<file path="src/rtl/alu_seq.sv">
// ---------------------------------------------------------------------------
// alu_seq - multi-cycle integer ALU for the execute stage.
//
// Accepts one operation per valid/ready handshake and returns the result,
// zero flag, memory-access flags and register-write intent through a second
// valid/ready handshake. Single-cycle operations complete on the accept
// edge. MUL (shift-add) and DIVU/REMU (restoring division) iterate one bit
// per clock for WIDTH clocks.
//
// Parameters
//   WIDTH      operand/result width (power of two, >= 4)
//   SHAMT_W    number of low bits of b used as a shift amount
//   MULDIV_EN  1: opcodes 13..15 are MUL/DIVU/REMU, 0: they are illegal
//
// Ports
//   clk, rst_n               rising-edge clock, async active-low reset
//   in_valid / in_ready      request handshake (in_ready is combinational
//                            on out_ready while a result is held)
//   a, b, alu_control        operands and opcode, captured at accept
//   out_valid / out_ready    result handshake
//   result, zero             registered result and result == 0
//   mem_read, mem_write      LW / SW in flight at the output
//   reg_write                result must be written to rd
//   illegal                  opcode 0, or 13..15 with MULDIV_EN = 0
// ---------------------------------------------------------------------------
module alu_seq #(
   parameter int WIDTH     = 32,
   parameter int SHAMT_W   = $clog2(WIDTH),
   parameter bit MULDIV_EN = 1'b1
) (
   input  logic             clk,
   input  logic             rst_n,
   input  logic             in_valid,
   output logic             in_ready,
   input  logic [WIDTH-1:0] a,
   input  logic [WIDTH-1:0] b,
   input  logic [3:0]       alu_control,
   output logic             out_valid,
   input  logic             out_ready,
   output logic [WIDTH-1:0] result,
   output logic             zero,
   output logic             mem_read,
   output logic             mem_write,
   output logic             reg_write,
   output logic             illegal
);

   localparam int CNT_W = $clog2(WIDTH) + 1;

   typedef enum logic [1:0] {
      ST_IDLE,
      ST_BUSY,
      ST_DONE
   } state_e;

   typedef enum logic [3:0] {
      OP_ILLEGAL = 4'd0,
      OP_ADD     = 4'd1,
      OP_SUB     = 4'd2,
      OP_XOR     = 4'd3,
      OP_OR      = 4'd4,
      OP_AND     = 4'd5,
      OP_SLL     = 4'd6,
      OP_SRL     = 4'd7,
      OP_SRA     = 4'd8,
      OP_SLT     = 4'd9,
      OP_SLTU    = 4'd10,
      OP_LW      = 4'd11,
      OP_SW      = 4'd12,
      OP_MUL     = 4'd13,
      OP_DIVU    = 4'd14,
      OP_REMU    = 4'd15
   } op_e;

   // ------------------------------------------------------------------------
   // State and datapath registers
   // ------------------------------------------------------------------------
   state_e             state_q,     state_d;
   op_e                op_q,        op_d;
   logic [CNT_W-1:0]   cnt_q,       cnt_d;
   // Iteration registers, shared by multiply and divide:
   //   MUL : acc = partial product, opa = multiplicand (<<1), opb = multiplier (>>1)
   //   DIV : acc = partial remainder, opa = dividend shifting out / quotient
   //         shifting in, opb = divisor (constant)
   logic [WIDTH-1:0]   acc_q,       acc_d;
   logic [WIDTH-1:0]   opa_q,       opa_d;
   logic [WIDTH-1:0]   opb_q,       opb_d;
   // Registered outputs
   logic [WIDTH-1:0]   result_q,    result_d;
   logic               mem_read_q,  mem_read_d;
   logic               mem_write_q, mem_write_d;
   logic               reg_write_q, reg_write_d;
   logic               illegal_q,   illegal_d;

   // ------------------------------------------------------------------------
   // Handshake
   // ------------------------------------------------------------------------
   logic accept;
   logic consume;

   assign in_ready  = (state_q == ST_IDLE) | ((state_q == ST_DONE) & out_ready);
   assign out_valid = (state_q == ST_DONE);
   assign accept    = in_valid & in_ready;
   assign consume   = out_valid & out_ready;

   // ------------------------------------------------------------------------
   // Single-cycle datapath, evaluated directly on the incoming operands so
   // the result can be registered on the accept edge.
   // ------------------------------------------------------------------------
   op_e                op_in;
   logic               is_iter;
   logic [SHAMT_W-1:0] shamt;
   logic [WIDTH-1:0]   sc_result;
   logic               sc_mem_read;
   logic               sc_mem_write;
   logic               sc_reg_write;
   logic               sc_illegal;

   assign op_in   = op_e'(alu_control);
   assign shamt   = b[SHAMT_W-1:0];
   assign is_iter = MULDIV_EN && (alu_control >= 4'd13);

   always_comb begin
      // NOTE: every signal written in an always_comb gets a default first;
      // a path that leaves one unassigned would infer a latch.
      sc_result    = '0;
      sc_mem_read  = 1'b0;
      sc_mem_write = 1'b0;
      sc_reg_write = 1'b1;
      sc_illegal   = 1'b0;
      case (op_in)
         OP_ADD:  sc_result = a + b;
         OP_SUB:  sc_result = a - b;
         OP_XOR:  sc_result = a ^ b;
         OP_OR:   sc_result = a | b;
         OP_AND:  sc_result = a & b;
         OP_SLL:  sc_result = a << shamt;
         OP_SRL:  sc_result = a >> shamt;
         OP_SRA:  sc_result = $signed(a) >>> shamt;
         OP_SLT:  sc_result = {{(WIDTH-1){1'b0}}, ($signed(a) < $signed(b))};
         OP_SLTU: sc_result = {{(WIDTH-1){1'b0}}, (a < b)};
         OP_LW: begin
            sc_result   = a + b;
            sc_mem_read = 1'b1;
         end
         OP_SW: begin
            sc_result    = a + b;
            sc_mem_write = 1'b1;
            sc_reg_write = 1'b0;
         end
         OP_MUL, OP_DIVU, OP_REMU: begin
            // Only reached here as a single-cycle op when the iterative
            // unit is compiled out; then these codes are illegal.
            if (!MULDIV_EN) begin
               sc_reg_write = 1'b0;
               sc_illegal   = 1'b1;
            end
         end
         default: begin
            sc_reg_write = 1'b0;
            sc_illegal   = 1'b1;
         end
      endcase
   end

   // ------------------------------------------------------------------------
   // One iteration of shift-add multiply or restoring divide.
   // ------------------------------------------------------------------------
   logic [WIDTH:0]     rem_shift;
   logic [WIDTH:0]     trial;
   logic [WIDTH-1:0]   step_acc;
   logic [WIDTH-1:0]   step_opa;
   logic [WIDTH-1:0]   step_opb;
   logic [WIDTH-1:0]   iter_result;

   // The remainder is always below the divisor, so the shifted remainder
   // fits in WIDTH+1 bits and the trial subtraction's top bit is its sign.
   assign rem_shift = {acc_q, opa_q[WIDTH-1]};
   assign trial     = rem_shift - {1'b0, opb_q};

   always_comb begin
      step_acc = acc_q;
      step_opa = opa_q;
      step_opb = opb_q;
      if (op_q == OP_MUL) begin
         step_acc = acc_q + (opb_q[0] ? opa_q : '0);
         step_opa = opa_q << 1;
         step_opb = opb_q >> 1;
      end else if (!trial[WIDTH]) begin
         // Subtraction fits: keep it and shift in a quotient 1. A zero
         // divisor always lands here, giving all-ones quotient and a
         // remainder equal to the dividend.
         step_acc = trial[WIDTH-1:0];
         step_opa = {opa_q[WIDTH-2:0], 1'b1};
      end else begin
         step_acc = rem_shift[WIDTH-1:0];
         step_opa = {opa_q[WIDTH-2:0], 1'b0};
      end
   end

   assign iter_result = (op_q == OP_DIVU) ? step_opa : step_acc;

   // ------------------------------------------------------------------------
   // Next-state logic
   // ------------------------------------------------------------------------
   always_comb begin
      state_d     = state_q;
      op_d        = op_q;
      cnt_d       = cnt_q;
      acc_d       = acc_q;
      opa_d       = opa_q;
      opb_d       = opb_q;
      result_d    = result_q;
      mem_read_d  = mem_read_q;
      mem_write_d = mem_write_q;
      reg_write_d = reg_write_q;
      illegal_d   = illegal_q;

      case (state_q)
         ST_IDLE, ST_DONE: begin
            if (accept) begin
               op_d = op_in;
               if (is_iter) begin
                  // Multiply and divide load identically: a into the
                  // shifting register, b as multiplier/divisor.
                  state_d = ST_BUSY;
                  cnt_d   = CNT_W'(WIDTH);
                  acc_d   = '0;
                  opa_d   = a;
                  opb_d   = b;
               end else begin
                  state_d     = ST_DONE;
                  result_d    = sc_result;
                  mem_read_d  = sc_mem_read;
                  mem_write_d = sc_mem_write;
                  reg_write_d = sc_reg_write;
                  illegal_d   = sc_illegal;
               end
            end else if (consume) begin
               state_d = ST_IDLE;
            end
         end

         ST_BUSY: begin
            acc_d = step_acc;
            opa_d = step_opa;
            opb_d = step_opb;
            cnt_d = cnt_q - CNT_W'(1);
            if (cnt_q == CNT_W'(1)) begin
               state_d     = ST_DONE;
               result_d    = iter_result;
               mem_read_d  = 1'b0;
               mem_write_d = 1'b0;
               reg_write_d = 1'b1;
               illegal_d   = 1'b0;
            end
         end

         default: state_d = ST_IDLE;
      endcase
   end

   // ------------------------------------------------------------------------
   // Registers
   // ------------------------------------------------------------------------
   always_ff @(posedge clk or negedge rst_n) begin
      if (!rst_n) begin
         // NOTE: the iteration registers are reset along with the state so
         // an interrupted multiply/divide leaves no residue behind; they
         // are reloaded on every accept anyway.
         state_q     <= ST_IDLE;
         op_q        <= OP_ILLEGAL;
         cnt_q       <= '0;
         acc_q       <= '0;
         opa_q       <= '0;
         opb_q       <= '0;
         result_q    <= '0;
         mem_read_q  <= 1'b0;
         mem_write_q <= 1'b0;
         reg_write_q <= 1'b0;
         illegal_q   <= 1'b0;
      end else begin
         // NOTE: non-blocking assignments here, so every flop samples the
         // _d values from before this edge regardless of statement order.
         state_q     <= state_d;
         op_q        <= op_d;
         cnt_q       <= cnt_d;
         acc_q       <= acc_d;
         opa_q       <= opa_d;
         opb_q       <= opb_d;
         result_q    <= result_d;
         mem_read_q  <= mem_read_d;
         mem_write_q <= mem_write_d;
         reg_write_q <= reg_write_d;
         illegal_q   <= illegal_d;
      end
   end

   // ------------------------------------------------------------------------
   // Outputs
   // ------------------------------------------------------------------------
   assign result    = result_q;
   assign zero      = (result_q == '0);
   assign mem_read  = mem_read_q;
   assign mem_write = mem_write_q;
   assign reg_write = reg_write_q;
   assign illegal   = illegal_q;

endmodule

</file>
<file path="config.mk">
export PLATFORM = sky130hd
export DESIGN_NAME = alu_seq
export DESIGN_NICKNAME = d
export VERILOG_FILES = /design/src/rtl/alu_seq.sv
export SDC_FILE = /design/constraint.sdc
export NUM_CORES = 1
export LEC_CHECK = 0
export CAP_MARGIN = 15
export CELL_PAD_IN_SITES_DETAIL_PLACEMENT = 1
export CELL_PAD_IN_SITES_GLOBAL_PLACEMENT = 1
export CORE_MARGIN = 1.5
export CORE_UTILIZATION = 41
export CTS_CLUSTER_DIAMETER = 30
export CTS_CLUSTER_SIZE = 24
export DETAILED_ROUTE_END_ITERATION = 12
export GPL_TIMING_DRIVEN = 0
export PLACE_DENSITY_LB_ADDON = 0.1
export SLEW_MARGIN = 40
export SYNTH_ARGS = -nofsm -noshare
export SYNTH_HDL_FRONTEND = slang
export SYNTH_SLANG_ARGS = --single-unit
</file>
<file path="constraint.sdc">
create_clock -name clk -period 3.25 [get_ports clk]
set_input_delay 0.4875 -clock clk [delete_from_list [all_inputs] [get_ports clk]]
set_output_delay 0.4875 -clock clk [all_outputs]
set_load 0.05 [all_outputs]
</file>
==> reports/results.ini, run 1 <==
[clock_tree]
cts.sinks = 144
htree_levels = 4
cts_made_buffers = 17
clk_path_buf_depth = 2
ctsHoldBuffers = 0
cts-root-buf = clkbuf_16

[die]
initial_core_util_pct = 41.5
rows = 80
die_w_um = 223
die_h_um = 223
pin_count = 111

[logic_synthesis]
synth_top_area_share_pct = 18.2
ys_ff_latch = 144
syn-num-nets = 3026
synthesis.area_um2 = 19800
synthCells = 2787
synth_edf_count = 0
ys_seq_area_share_pct = 18.2
ys_types = 92
synth_top_area_cell = dfrtp_1
yosys_warnings = 0
synth_ff_type = dfrtp_1
synthTopCellsByArea = dfrtp_1 18%, ha_1 10%, a21oi_1 6.7%
synth_async_sr_flop_share_pct = 100
syn_area_per_cell_um2 = 7.09

[sta]
postGrtWorstEndpoint = result[1]$_DFFE_PN0P_/D
worst_path_end_type = sequential cell input

[grt]
grt_start_max_net_pins = 74
grt_use_total_pct = 79.8
grt.overflow.total = 25

[status]
error = [ERROR GRT-0232] Routing congestion too high. Check the congestion heatmap in the GUI.
status = did not finish
stop_stage = global routing (5_1_grt)

[place]
routabilityCongestion = 1.14
dp_hpwl_um = 103000
port_buffers = 108

==> cells by family after synthesis <==
family	after synthesis	share of synthesized area [%]
mux	99	6.01
flops	144	18.2
simple gates	951	22.1
compound gates	1006	33.0
fa+ha+maj	167	10.7
buf+inv	350	6.84
xor+xnor	70	3.10
==> metrics by stage <==
step	worst slack [ns]	cell area, um2	util [%]	hold WS [ns]	instances
2_1_floorplan	-0.630	19900	-	0.192	2787
3_3_place_gp	-4.15	21800	45.7	0.460	3510
3_5_place_dp	-2.58	21900	46.0	0.474	3516
4_1_cts	-0.570	24700	51.8	0.0321	3602
==> layer usage <==
metal / track usage (%) / overflow
met4: 75.4 / 16
met3: 71.8 / 1
met5: 51.2 / 0
met2: 91.0 / 8
met1: 79.5 / 0
==> synth_stat cells, types with 58 or more instances <==
library cell,instances
nor3_1,58
a21oi_1,265
ha_1,163
nor2_1,259
nand3_1,84
o21ai_0,217
clkbuf_1,156
nand2_1,343
a31oi_1,72
inv_1,153
dfrtp_1,144
mux2i_1,67
==> timing repair <==
| action | CTS |
|---|---|
| endpoints found under the hold margin | 0 |
| buffers inserted | 71 |
| setup endpoints to repair | 104 |
| resized for setup | 571 |
| cloned | 2 |
| pin swaps | 113 |
==> inputs of run 2 (changes only) <==
==> config.mk (replaced) <==
export PLATFORM = sky130hd
export DESIGN_NAME = alu_seq
export DESIGN_NICKNAME = d
export VERILOG_FILES = /design/src/rtl/alu_seq.sv
export SDC_FILE = /design/constraint.sdc
export NUM_CORES = 1
export LEC_CHECK = 0
export CAP_MARGIN = 15
export CORE_MARGIN = 1.5
export CORE_UTILIZATION = 35
export DETAILED_ROUTE_END_ITERATION = 12
export GPL_TIMING_DRIVEN = 0
export PLACE_DENSITY_LB_ADDON = 0.15
export SLEW_MARGIN = 40
export SYNTH_ARGS = -nofsm -noshare
export SYNTH_HDL_FRONTEND = slang
export SYNTH_SLANG_ARGS = --single-unit
==> constraint.sdc (replaced) <==
create_clock -name clk -period 4.2 [get_ports clk]
set_input_delay 0.63 -clock clk [delete_from_list [all_inputs] [get_ports clk]]
set_output_delay 0.63 -clock clk [all_outputs]
set_load 0.05 [all_outputs]
==> run 2 against run 1 <==
  * The flow now finishes, with violations (negative setup slack)
  * Synthesized area stayed put
  * Synthesized cell count stayed put
==> reports/results.ini, run 2 <==
[pwr]
total_power_mw = 14.3
leakagePower_nw = 10.0
peakVddDrop_mv = 0.383
powerDensity_nw_per_um2 = 609

[logic_synthesis]
ys_ff_latch = 144  ; unchanged
synthCells = 2787  ; unchanged
synthesis.area_um2 = 19800  ; unchanged
synth_most_common_cell = nand2_1
synth_common_cells = 343 x nand2_1, 265 x a21oi_1, 259 x nor2_1
synth_ff_type = dfrtp_1
synth_top_area_cell = dfrtp_1
ys_types = 92  ; unchanged
yosys_warnings = 0  ; unchanged
synth_edf_count = 0  ; unchanged
synth_async_sr_flop_share_pct = 100  ; unchanged
ys_seq_area_share_pct = 18.2  ; unchanged
syn-num-nets = 3026  ; unchanged
synth_top_area_share_pct = 18.2  ; unchanged
syn_area_per_cell_um2 = 7.09  ; unchanged
synthTopCellsByArea = dfrtp_1 18%, ha_1 10%, a21oi_1 6.7%

[die]
die_w_um = 241  ; +8.1%
die_area_um2 = 57900
initial_core_util_pct = 35.7  ; -5.8 points
rows = 86  ; +7.5%
pin_count = 111  ; unchanged
coreArea_um2 = 55400
die_h_um = 241  ; +8.1%

[sta]
period_needed_ns = 4.28
tns_ns = -0.162
fmax_mhz = 234
final_max_slew_viol_count = 0
setup_viol = 5
hold_viol = 0
relSlewSlack_pct = 35.2
finalWorstSetupSlack_ns = -0.0780
rsz0062_at_grt = yes
whs_ns = 0.0281
min_period_over_period_pct = 102
clock_skew_ns = 0.0186
worst_pin_slew_ns = 0.972

[place]
routabilityCongestion = 1.06  ; -7.0%
port_buffers = 108  ; unchanged
place_area_um2 = 22000  ; +0.53%
dp_worst_setup_slack_ns = -2.13  ; +0.447 ns
dp_hpwl_um = 99100  ; -4.1%

[critical_path]
startpoint_type = input pin
crit_path_max_incr_delay_ns = 0.41
crit_type = input pin to flop
crit_fanout = 11
path_delay_family = buffers and inverters
arrival_ns = 4.58
rrSetupSlack_ns = 0.07
crit_chain = buf_2 -> buf_6 -> inv_2 -> buf_2 -> clkbuf_4 -> ha_1 -> nand2_1 -> o21ai_1 -> inv_1 -> o221ai_2 -> mux2i_2 -> o221ai_1 -> nor4_1 -> nand3_1 -> a32oi_1 -> o41ai_2
reg2reg_depth = 13
worst_r2r_endpoint = result[25]
reg2reg_from = opb_q[0]
crit_top_cell = buf_2
crit_required_ns = 4.50
worstPathBufferInverterCount = 6
worst_setup_path_end_kind = flop
cp_slowest_cell = a32oi_1

[detailed_routing]
post_drt_wl_per_cell_um = 32.6
ant_nets = 0
drt_iter0_drc = 2993
num_vias = 24400
drc = 0
drt_pass1_iterations = 8
via_per_inst = 6.56
routed_wl_um = 121000

[clock_tree]
htree_levels = 4  ; unchanged
tritoncts = yes
clk_pin_slew_worst_paths_ns = 0.07
cts-root-buf = clkbuf_16
cts.sinks = 144  ; unchanged
ctsHoldBuffers = 0  ; unchanged
worstSkewPairLatency_ns = 0.46
clk_path_buf_depth = 2  ; unchanged
cts_made_buffers = 17  ; unchanged

[grt]
grt.overflow.total = 0
grt_start_max_net_pins = 58
grt_use_total_pct = 41.1
grt_pass1_vias = 23300
antenna_found_initial = 3
grt_pass1_wl_um = 169000

[cells_and_area]
stdcell_area_um2 = 23500
mostFrequentLayoutCell = nand2_1
nFillCells = 5834
synthToLayoutAreaGrowth_pct = 18.9
finalNetCount = 3189
drive_above_1_share_pct = 10.6
final_cell_mix = 343 x nand2_1, 260 x a21oi_1, 251 x nor2_1, 208 x o21ai_0, 159 x ha_1

[hold_path]
hold_class = input pin to async pin

[status]
status = complete, but fails checks
failed_checks = negative setup slack

[flow_run]
maxCapViolCount = 0

[run 2: cell counts after synthesis]
Identical to the previous run, type by type.
[run 2: where the power goes]
group	total [mW]	switching, mW	internal, mW
clock network	1.58	0.733	0.850
registers	2.84	0.831	2.01
logic	9.88	6.56	3.32
total	14.3	8.12	6.18
[run 2: metrics by stage]
stage	cells	utilization [%]
floorplan	2787	-
global placement	3643	39.3
detailed placement	3651	39.7
CTS	3709	42.0
global route	3711	42.4
finish	3714	42.4
[run 2: worst reg2reg max path, delay by kind of cell (launching register included)]
| family | cells | cell delay [ns] |
|---|---|---|
| adder cells (fa/ha/maj) | 1 | 0.22 |
| AO/OA/AOI/OAI | 7 | 2.37 |
| AND/OR/NAND/NOR | 2 | 0.30 |
| buffers and inverters | 2 | 0.54 |
| XOR/XNOR | 1 | 0.14 |
| flip-flops | 1 | 0.51 |
[run 2: area by class of cell]
class	count	area [um2]	share of cell area, %
timing repair buffer	150	1450	6.16
buffer	188	938	3.99
clock buffer	17	425	1.81
antenna	3	7.51	0.0320
tap	748	936	3.98
sequential	144	3610	15.3
clock inverter	15	169	0.719
multi-input combinational	2293	15300	65.3
inverter	156	619	2.64
[run 2: per-layer routing]
metal	vias to the layer above	GRT usage, %	part of all wire [%]
li1	10600	-	-
met3	394	6.49	7.7
met4	0	31.4	8.8
met1	11900	48.5	38
met5	-	0	0
met2	1471	67.3	46
[run 2: worst max path at each step]
stage	start	end	slack, ns	depth (start not counted)
after CTS	opa_q[31]	result[2]	0.004	16
after global routing	a[19]	result[0]	-0.09	14
after global placement	rst_n	mem_write	-3.62	1
after detailed placement	a[18]	result[0]	-2.13	13
after floorplan	b[2]	result[18]	0.02	17
final	b[0]	result[30]	-0.08	16
[run 2: cell families (layout without fill, tap and decap cells)]
kind of cell	Yosys count	in the layout	share of synthesized area, %
multiplexers	99	99	6.01
adder cells (fa/ha/maj)	167	167	10.7
other	0	3	0
AND/OR/NAND/NOR	951	951	22.1
buffers and inverters	350	526	6.84
XOR/XNOR	70	70	3.10
AO/OA/AOI/OAI	1006	1006	33.0
flip-flops	144	144	18.2
[run 2: timing repair]
action                                  CTS  global route
pin swaps                                14             3
gates resized for setup                 174            67
endpoints found under the setup margin   58            47
endpoints found under the hold margin     0             0
buffers inserted                         28             5
No activity file was read; power rests on OpenSTA's default activity.
